**src/rtl/noc_pkg.sv**
```systemverilog
// Shared definitions for the PE/NoC endpoint: flit field helpers, counter width
// and the depth-to-pointer-width helper used by the FIFOs.
package noc_pkg;

  localparam int COUNT_W = 16;

  // Flits are handled zero-extended to 64 bits so one helper serves any widths.
  function automatic logic [63:0] dest_of(input logic [63:0] flit, input int data_w);
    return flit >> data_w;
  endfunction

  function automatic logic [63:0] payload_of(input logic [63:0] flit, input int data_w);
    return flit & ((64'd1 << data_w) - 64'd1);
  endfunction

  function automatic int clog2(input int n);
    int r;
    r = 1;
    for (int i = 1; i < 31; i++) begin
      if ((1 << i) < n) r = i + 1;
    end
    return r;
  endfunction

endpackage

```
**src/rtl/noc_sync_fifo.sv**
```systemverilog
// Synchronous first-word-fall-through FIFO; full/empty are registered so the
// handshake readies depend only on stored occupancy.
module noc_sync_fifo
  import noc_pkg::*;
#(
  parameter int Width = 32,
  parameter int Depth = 4
) (
  input  logic             i_clk,
  input  logic             i_reset,
  input  logic             i_push,
  input  logic [Width-1:0] i_data,
  input  logic             i_pop,
  output logic [Width-1:0] o_data,
  output logic             o_full,
  output logic             o_empty
);

  localparam int AW = clog2(Depth);

  logic [Width-1:0] r_mem [Depth];
  logic [AW-1:0]    r_wptr;
  logic [AW-1:0]    r_rptr;
  logic [AW:0]      r_count;
  logic             r_full;
  logic             r_empty;
  logic             w_push;
  logic             w_pop;
  logic [AW:0]      w_count_nxt;

  assign w_push = i_push & ~r_full;
  assign w_pop  = i_pop & ~r_empty;

  always_comb begin
    w_count_nxt = r_count;
    if (w_push && !w_pop)      w_count_nxt = r_count + 1'b1;
    else if (!w_push && w_pop) w_count_nxt = r_count - 1'b1;
  end

  // Pointers wrap naturally since Depth is a power of two; the extra count bit
  // keeps full and empty distinct when the pointers coincide.
  always_ff @(posedge i_clk) begin
    if (i_reset) begin
      r_wptr  <= '0;
      r_rptr  <= '0;
      r_count <= '0;
      r_full  <= 1'b0;
      r_empty <= 1'b1;
    end else begin
      if (w_push) r_wptr <= r_wptr + 1'b1;
      if (w_pop)  r_rptr <= r_rptr + 1'b1;
      r_count <= w_count_nxt;
      r_full  <= (w_count_nxt == (AW+1)'(Depth));
      r_empty <= (w_count_nxt == '0);
    end
  end

  always_ff @(posedge i_clk) begin
    if (w_push) r_mem[r_wptr] <= i_data;
  end

  assign o_data  = r_mem[r_rptr];
  assign o_full  = r_full;
  assign o_empty = r_empty;

endmodule

```
**src/rtl/pe_noc_interface.sv**
```systemverilog
// PE-side leaf endpoint of the binary-tree NoC: buffers core requests into flits
// toward the tree and filters/strips incoming flits addressed to this PE.
module pe_noc_interface
  import noc_pkg::*;
#(
  parameter int DataWidth = 32,
  parameter int AddrWidth = 2,
  parameter int MyAddr    = 0,
  parameter int TxDepth   = 2,
  parameter int RxDepth   = 4
) (
  input  logic                           i_sclk,
  input  logic                           i_reset,
  input  logic [DataWidth-1:0]           i_core_data,
  input  logic [AddrWidth-1:0]           i_core_dest,
  input  logic                           i_core_valid,
  output logic                           o_core_ready,
  output logic [DataWidth+AddrWidth-1:0] o_noc_data,
  output logic                           o_noc_valid,
  input  logic                           i_noc_ready,
  input  logic [DataWidth+AddrWidth-1:0] i_noc_data,
  input  logic                           i_noc_valid,
  output logic                           o_noc_ready,
  output logic [DataWidth-1:0]           o_core_data,
  output logic                           o_core_valid,
  input  logic                           i_core_ready,
  output logic [COUNT_W-1:0]             o_tx_count,
  output logic [COUNT_W-1:0]             o_rx_count,
  output logic                           o_misroute
);

  localparam int FlitW = DataWidth + AddrWidth;

  logic [FlitW-1:0]     w_tx_head;
  logic                 w_tx_full;
  logic                 w_tx_empty;
  logic                 w_tx_fire;
  logic [DataWidth-1:0] w_rx_head;
  logic                 w_rx_full;
  logic                 w_rx_empty;
  logic                 w_noc_fire;
  logic                 w_dest_match;
  logic                 w_rx_push;
  logic [COUNT_W-1:0]   r_tx_count;
  logic [COUNT_W-1:0]   r_rx_count;
  logic                 r_misroute;

  function automatic logic [COUNT_W-1:0] sat_inc(input logic [COUNT_W-1:0] v);
    return (v == '1) ? v : v + 1'b1;
  endfunction

  noc_sync_fifo #(.Width(FlitW), .Depth(TxDepth)) u_tx_fifo (
    .i_clk   (i_sclk),
    .i_reset (i_reset),
    .i_push  (i_core_valid),
    .i_data  ({i_core_dest, i_core_data}),
    .i_pop   (i_noc_ready),
    .o_data  (w_tx_head),
    .o_full  (w_tx_full),
    .o_empty (w_tx_empty)
  );

  // Valids are masked in the reset cycle so nothing stale is offered downstream.
  assign o_core_ready = ~w_tx_full;
  assign o_noc_valid  = ~w_tx_empty & ~i_reset;
  assign o_noc_data   = w_tx_head;
  assign w_tx_fire    = o_noc_valid & i_noc_ready;

  // Misrouted flits are still accepted (and dropped) only when not full.
  assign w_noc_fire   = i_noc_valid & ~w_rx_full;
  assign w_dest_match = (dest_of(64'(i_noc_data), DataWidth) == 64'(MyAddr));
  assign w_rx_push    = w_noc_fire & w_dest_match;

  noc_sync_fifo #(.Width(DataWidth), .Depth(RxDepth)) u_rx_fifo (
    .i_clk   (i_sclk),
    .i_reset (i_reset),
    .i_push  (w_rx_push),
    .i_data  (i_noc_data[DataWidth-1:0]),
    .i_pop   (i_core_ready),
    .o_data  (w_rx_head),
    .o_full  (w_rx_full),
    .o_empty (w_rx_empty)
  );

  assign o_noc_ready  = ~w_rx_full;
  assign o_core_valid = ~w_rx_empty & ~i_reset;
  assign o_core_data  = w_rx_head;

  always_ff @(posedge i_sclk) begin
    if (i_reset) begin
      r_tx_count <= '0;
      r_rx_count <= '0;
      r_misroute <= 1'b0;
    end else begin
      if (w_tx_fire) r_tx_count <= sat_inc(r_tx_count);
      if (w_rx_push) r_rx_count <= sat_inc(r_rx_count);
      if (w_noc_fire && !w_dest_match) r_misroute <= 1'b1;
    end
  end

  assign o_tx_count = r_tx_count;
  assign o_rx_count = r_rx_count;
  assign o_misroute = r_misroute;

endmodule

```
**config.mk**
```make
export PLATFORM = sky130hd
export DESIGN_NAME = pe_noc_interface
export DESIGN_NICKNAME = d
export VERILOG_FILES = /design/src/rtl/noc_pkg.sv /design/src/rtl/noc_sync_fifo.sv /design/src/rtl/pe_noc_interface.sv
export SDC_FILE = /design/constraint.sdc
export NUM_CORES = 1
export LEC_CHECK = 0
export CAP_MARGIN = 20
export CORE_MARGIN = 2
export CORE_UTILIZATION = 56
export DETAILED_ROUTE_END_ITERATION = 8
export GPL_TIMING_DRIVEN = 1
export HOLD_SLACK_MARGIN = 0.02
export PLACE_DENSITY = 0.81
export SLEW_MARGIN = 30
export SYNTH_ARGS = -nofsm -noshare
export SYNTH_HDL_FRONTEND = slang
export SYNTH_HIERARCHICAL = 1
export SYNTH_SLANG_ARGS = --single-unit
export TNS_END_PERCENT = 5
```
**constraint.sdc**
```tcl
create_clock -name i_sclk -period 4.5 [get_ports i_sclk]
set_clock_uncertainty 0.05 [all_clocks]
set_input_delay 0.45 -clock i_sclk [delete_from_list [all_inputs] [get_ports i_sclk]]
set_output_delay 0.45 -clock i_sclk [all_outputs]
set_load 0.005 [all_outputs]
```
### After elaboration in Yosys (flattened, before gate mapping)

Memories as Yosys holds them, arrays and structs flattened. A register that Yosys moved wholly into a read port is not among the register bits.
Cells that the tools add are included.

* reduce and logical (&&, ||, !) cells: 15
* eq/ne operators: 4
* $add $sub $neg: 10
* bitwise operators: 16
* multiplexer cells: 12

Operators with widths (number)
* $logic_not A64 Y1: 1
* $add A16 B1 Y16 const B: 2
* $eq A16 B16 Y1 const B: 2
* $and A1 B1 Y1: 9
* $mux W2: 4
* $not A1 Y1: 7
* $add A2 B1 Y2 const B: 3
* $mux W1: 6
* $mux W3: 2
* $logic_and A1 B1 Y1: 5
* $logic_not A1 Y1: 5
* $reduce_and A2 Y1: 2
* $add A3 B1 Y3 const B: 1
* $eq A3 B3 Y1 const B: 1
* $logic_not A3 Y1: 1
* $sub A3 B1 Y3 const B: 1
* $add A1 B1 Y1 const B: 2
* $eq A2 B2 Y1 const B: 1
* $logic_not A2 Y1: 1
* $sub A2 B1 Y2 const B: 1

* memories: 2
* output and inout bits: 103
* register bits: 48
* word-level logic and storage cells: 72
* memory bits (writable): 196

Memories
* u_rx_fifo.r_mem: words 4, bits a word 32, rd ports 1, clocked after Yosys merged registers in 1, write ports 1, RTL line noc_sync_fifo.sv:21 `logic [Width-1:0] r_mem [Depth];`
* u_tx_fifo.r_mem: words 2, bits a word 34, rd ports 1, clocked after Yosys merged registers in 1, write ports 1, RTL line noc_sync_fifo.sv:21

### Depth between registers and ports, before layout

* word-level depth: 9
* gate-level depth with buffers: 7
* mapped depth without buffers: 6

### Hierarchy

The synthesis kept the hierarchy.

By module, submodules not included
* noc_sync_fifo (u_rx_fifo): times used 1, area each 5233.8 sq um, cells an instance 237, sequential area each 4063.9 sq um
* noc_sync_fifo (u_tx_fifo): times used 1, area each 2771.4 sq um, cells an instance 142, sequential area each 2182.1 sq um
* pe_noc_interface: times used 1, area each 1834.3 sq um, cells an instance 208, sequential area each 660.6 sq um

### Worst setup path before layout

No wires, ideal clock.

* path type: in2reg
* from: in i_noc_data[33]
* to: mem u_rx_fifo.r_mem[0][0], enable pin
* arrival: 2.256 ns
* stages: 5
* slack: 1.802 ns
* buffers on the path: 1
* path through: or4b_4 clkinv_8 and2b_4 buf_4 and2_1

* word-level cells in the longest chain between the ends: 5

Ends and longest elaborated chain
* from (decl): RTL line pe_noc_interface.sv:21 `input logic [DataWidth+AddrWidth-1:0] i_noc_data,`
* $logic_not A64 Y1: RTL line pe_noc_interface.sv:71 `assign w_dest_match = (dest_of(64'(i_noc_data), DataWidth) == 64'(MyAddr));`
* $and A1 B1 Y1: RTL line pe_noc_interface.sv:72 `assign w_rx_push = w_noc_fire & w_dest_match;`
* net w_rx_push: RTL line pe_noc_interface.sv:43 `logic w_rx_push;`
* $and A1 B1 Y1: RTL line noc_sync_fifo.sv:31 `assign w_push = i_push & ~r_full;`
* $mux W1: RTL line noc_sync_fifo.sv:59 `if (w_push) r_mem[r_wptr] <= i_data;`
* $mux W1 (implied by the code): RTL line noc_sync_fifo.sv:59
* to (decl): RTL line noc_sync_fifo.sv:21

The timed path passes the listed nets, and every way through them passes these cells.

==> impl_metrics.xml <==
<?xml version="1.0" encoding="UTF-8"?>
<metrics>
  <group name="layout">
    <metric name="layout.nets" unit="">856</metric>
    <metric name="area_growth_syn_to_layout" unit="%">28.0</metric>
    <metric name="post_route_cells_drive_above_1_share" unit="%">18.0</metric>
    <metric name="n_fill_cell" unit="">1022</metric>
  </group>
  <group name="sta">
    <metric name="finalWorstPathRequiredPeriod" unit="ns">3.14</metric>
    <metric name="rsz_0062_raised_after_global_routing" unit="">no</metric>
    <metric name="setup_viol" unit="">0</metric>
    <metric name="holdWs" unit="ns">0.416</metric>
    <metric name="tightest_slew" unit="ns">0.845</metric>
    <metric name="slew_headroom" unit="%">43.1</metric>
    <metric name="fin_ws" unit="ns">1.36</metric>
    <metric name="final.period_utilization" unit="%">69.8</metric>
    <metric name="final-hold-violation-count" unit="">0</metric>
    <metric name="clock.fmax" unit="MHz">318</metric>
    <metric name="finalMaxSlewViolations" unit="">0</metric>
    <metric name="finalSetupTns" unit="ns">0</metric>
  </group>
  <group name="route">
    <metric name="drt_wl_total" unit="µm">21300</metric>
    <metric name="route.detailed.vias_per_inst" unit="">5.83</metric>
    <metric name="drtIter0Drc" unit="">353</metric>
    <metric name="routed_via_count" unit="">5937</metric>
    <metric name="first_pass_iteration_count_of_the_detailed_router" unit="">5</metric>
    <metric name="detail_route.wl_per_cell" unit="µm">20.9</metric>
    <metric name="detail_route.drc_violations" unit="">0</metric>
    <metric name="antenna_violating_nets_post_route" unit="">0</metric>
  </group>
  <group name="critical_path">
    <metric name="worstPathMaxFanout" unit="">24</metric>
    <metric name="path_cells" unit="">buf_4, mux4_2, clkdlybuf4s50_1</metric>
    <metric name="cp_data_arrival_time" unit="ns">2.64</metric>
    <metric name="crit_path_max_incr_delay" unit="ns">0.62</metric>
    <metric name="setup.worst_path.class" unit="">reg -&gt; out</metric>
    <metric name="crit_path_start_kind" unit="">flop</metric>
    <metric name="crit_path_end_kind" unit="">primary output</metric>
    <metric name="critical_path_rt" unit="ns">4.00</metric>
    <metric name="crit_path_top_delay_cell" unit="">sky130_fd_sc_hd__mux4_2</metric>
  </group>
  <group name="cts">
    <metric name="tritoncts" unit="">done</metric>
    <metric name="clk_root_buffer_cell" unit="">sky130_fd_sc_hd__clkbuf_16</metric>
    <metric name="cts_setup_buffers" unit="">0</metric>
    <metric name="clkSinkCount" unit="">247</metric>
    <metric name="clk_latency" unit="ns">0.52</metric>
    <metric name="post_cts_hold_buffer_count" unit="">0</metric>
    <metric name="worst_setup_hold_path_clk_slew" unit="ns">0.06</metric>
    <metric name="count_of_cells_resized_by_post_cts_repair" unit="">0</metric>
    <metric name="htree_levels" unit="">1</metric>
    <metric name="cts-root-to-sink-buffers" unit="">3</metric>
    <metric name="cts_inserted_buffers" unit="">25</metric>
  </group>
  <group name="synthesis">
    <metric name="yosys.cell_types.count" unit="">65</metric>
    <metric name="syn_area_per_cell" unit="µm²">16.8</metric>
    <metric name="syn-cell-area" unit="µm²">9840</metric>
    <metric name="warnings_synthesis" unit="">6</metric>
    <metric name="synth_top_flop_cell" unit="">sky130_fd_sc_hd__edfxtp_1</metric>
    <metric name="mappedNetlistNets" unit="">669</metric>
    <metric name="number_of_flip_flops_and_latches_in_the_synthesized_netlist" unit="">247</metric>
    <metric name="synth_enable_flop_cells" unit="">196</metric>
    <metric name="synth-async-reset-ratio" unit="%">0</metric>
    <metric name="synth_sequential_area_ratio" unit="%">70.2</metric>
    <metric name="synthesis.instances" unit="">587</metric>
  </group>
  <group name="floorplanning">
    <metric name="floorplan.die.width" unit="µm">137</metric>
    <metric name="placementRows" unit="">48</metric>
    <metric name="dieHeight" unit="µm">137</metric>
    <metric name="fp.coreArea" unit="µm²">17200</metric>
    <metric name="initial_core_util" unit="%">57.1</metric>
    <metric name="floorplan.io_pins" unit="">177</metric>
    <metric name="area_enclosed_by_the_die_boundary" unit="µm²">18600</metric>
  </group>
  <group name="global_routing">
    <metric name="grt_max_degree" unit="">42</metric>
    <metric name="antenna_found_initial" unit="">0</metric>
    <metric name="overall_global_routing_usage" unit="%">22.8</metric>
    <metric name="grt_overflow_total" unit="">0</metric>
    <metric name="via_count_of_the_first_global_routing_pass" unit="">5900</metric>
    <metric name="global_route_wire_length_before_repair" unit="µm">32600</metric>
  </group>
  <group name="power">
    <metric name="total_power" unit="mW">5.55</metric>
    <metric name="cellPowerDensity" unit="nW/µm²">441</metric>
    <metric name="power.clock.fraction" unit="%">36.2</metric>
    <metric name="share_of_power_burned_in_combinational_logic" unit="%">15.6</metric>
    <metric name="ir_worst_vdd" unit="mV">0.273</metric>
    <metric name="p_leak" unit="nW">4.17</metric>
    <metric name="share_seq_of_total_power" unit="%">48.2</metric>
    <metric name="power_report.internal_total" unit="mW">4.28</metric>
    <metric name="switching_power" unit="mW">1.27</metric>
    <metric name="netSwitchingFraction" unit="%">22.9</metric>
  </group>
  <group name="min_path">
    <metric name="holdCritPathClass" unit="">reg -&gt; reg</metric>
  </group>
  <group name="flow_run">
    <metric name="drv_cap" unit="">0</metric>
  </group>
  <group name="status">
    <metric name="outcome" unit="">complete, no violations</metric>
  </group>
  <group name="placement">
    <metric name="dpl.hpwl" unit="µm">13700</metric>
    <metric name="io_buffers" unit="">176</metric>
    <metric name="gpl.final_weighted_congestion" unit="">0.860</metric>
    <metric name="dp_worst_setup_slack" unit="ns">1.45</metric>
  </group>
</metrics>
stage by stage:
stage | instances | area (µm²) | util, %
final | 1019 | 12600 | 73.1
after global routing | 1018 | 12600 | 73.1
after CTS | 1018 | 12600 | 73.0
after detailed placement | 972 | 11800 | 68.3
after global placement | 972 | 11800 | 68.3
after floorplan | 587 | 9840 | -
final timing paths:
check / start / cells after the start / end / slack, ns
max: flop / 3 / o_core_data[27] / 1.36
min: o_misroute / 2 / o_misroute / 0.42
max reg2reg: u_rx_fifo/o_full / 4 / u_rx_fifo/r_mem[0][22] / 1.99
min reg2reg: o_misroute / 2 / o_misroute / 0.42
power groups by stage:
stage | Sequential (mW) | Clock [mW] | Combinational (mW)
floorplan | 2.69 | 0 | 0.475
global placement | 2.71 | 0 | 0.837
detailed placement | 2.72 | 0 | 0.863
CTS | 2.68 | 2.05 | 0.873
global route | 2.69 | 2.13 | 0.929
finish | 2.68 | 2.01 | 0.865
layer usage:
| layer | track usage [%] | part of all wire (%) |
|---|---|---|
| met1 | 30.3 | 40 |
| met2 | 37.8 | 50 |
| met3 | 5.19 | 7.7 |
| met4 | 6.77 | 2.4 |
| met5 | 0 | 0 |
Yosys cell counts, drive strengths merged, types with 7 or more instances:
cell type	number	share of area [%]
xnor2	8	0.79
o31ai	7	0.53
nor3	11	0.56
and3	8	0.53
or4	7	0.53
dfxtp	51	10
o21ai	13	0.66
inv	12	0.46
edfxtp	196	60
a21oi	20	1.0
ha	8	1.0
mux4	32	7.3
nand2	23	0.95
nand3	14	0.76
buf	17	1.3
nor2	27	1.0
nand4	13	1.0
nor4	8	0.88
mux2	39	4.5
worst max-delay path, delay by kind of cell, from the launching register on:
kind,cells,cell delay [ns]
multiplexers,1,0.62
buffers and inverters,2,0.96
flip-flops,1,0.52
sequential cells by signal, summed over array words and instances (netlist names), 2 cells and up, named ones only:
name	flops
o_rx_count	16
o_tx_count	16
u_rx_fifo/r_count	3
u_rx_fifo/r_mem	128
u_rx_fifo/r_rptr	2
u_rx_fifo/r_wptr	2
u_tx_fifo/r_count	2
u_tx_fifo/r_mem	68
cell families after synthesis:
logic type      synth area share, %
compound gates                 4.41
xor+xnor                      0.967
fa+ha+maj                      1.02
buf+inv                        2.15
flops                          70.2
mux                            11.9
simple gates                   9.37
area by class of cell:
type,instances,area [µm²],area share (%)
Multi-Input combinational cell,306,2740,21.7
Inverter,13,61.3,0.487
Clock inverter,12,87.6,0.695
Clock buffer,34,716,5.68
Antenna cell,1,2.50,0.0199
Timing Repair Buffer,181,1800,14.3
Sequential cell,247,6910,54.9
Tap cell,225,282,2.24
cell usage in the layout (no fill, tap or decap), types with 4 or more instances in the layout:
cell	synthesis	final
sky130_fd_sc_hd__edfxtp_1	196	196
sky130_fd_sc_hd__clkdlybuf4s50_1	0	176
sky130_fd_sc_hd__dfxtp_1	51	49
sky130_fd_sc_hd__mux2_2	39	39
sky130_fd_sc_hd__mux4_2	32	32
sky130_fd_sc_hd__clkbuf_16	0	27
sky130_fd_sc_hd__nor2_1	27	26
sky130_fd_sc_hd__nand2_1	22	22
sky130_fd_sc_hd__a21oi_1	20	20
sky130_fd_sc_hd__nand3_1	13	13
sky130_fd_sc_hd__o21ai_0	13	13
sky130_fd_sc_hd__inv_1	12	12
sky130_fd_sc_hd__nand4_1	11	11
sky130_fd_sc_hd__nor3_1	11	11
sky130_fd_sc_hd__ha_1	8	8
sky130_fd_sc_hd__o31ai_1	7	7
sky130_fd_sc_hd__or4_1	7	7
sky130_fd_sc_hd__xnor2_1	7	7
sky130_fd_sc_hd__and3_1	6	6
sky130_fd_sc_hd__a31oi_1	6	6
sky130_fd_sc_hd__or3_1	6	6
sky130_fd_sc_hd__nor4_1	5	5
sky130_fd_sc_hd__and2b_1	5	5
sky130_fd_sc_hd__buf_4	1	5
sky130_fd_sc_hd__and4_1	4	4
sky130_fd_sc_hd__o41ai_1	4	4
sky130_fd_sc_hd__o311ai_0	4	4
sky130_fd_sc_hd__clkinv_1	0	4
sky130_fd_sc_hd__clkinv_2	0	4
sky130_fd_sc_hd__and2_2	0	4
No activity file was read; power rests on OpenSTA's default activity.
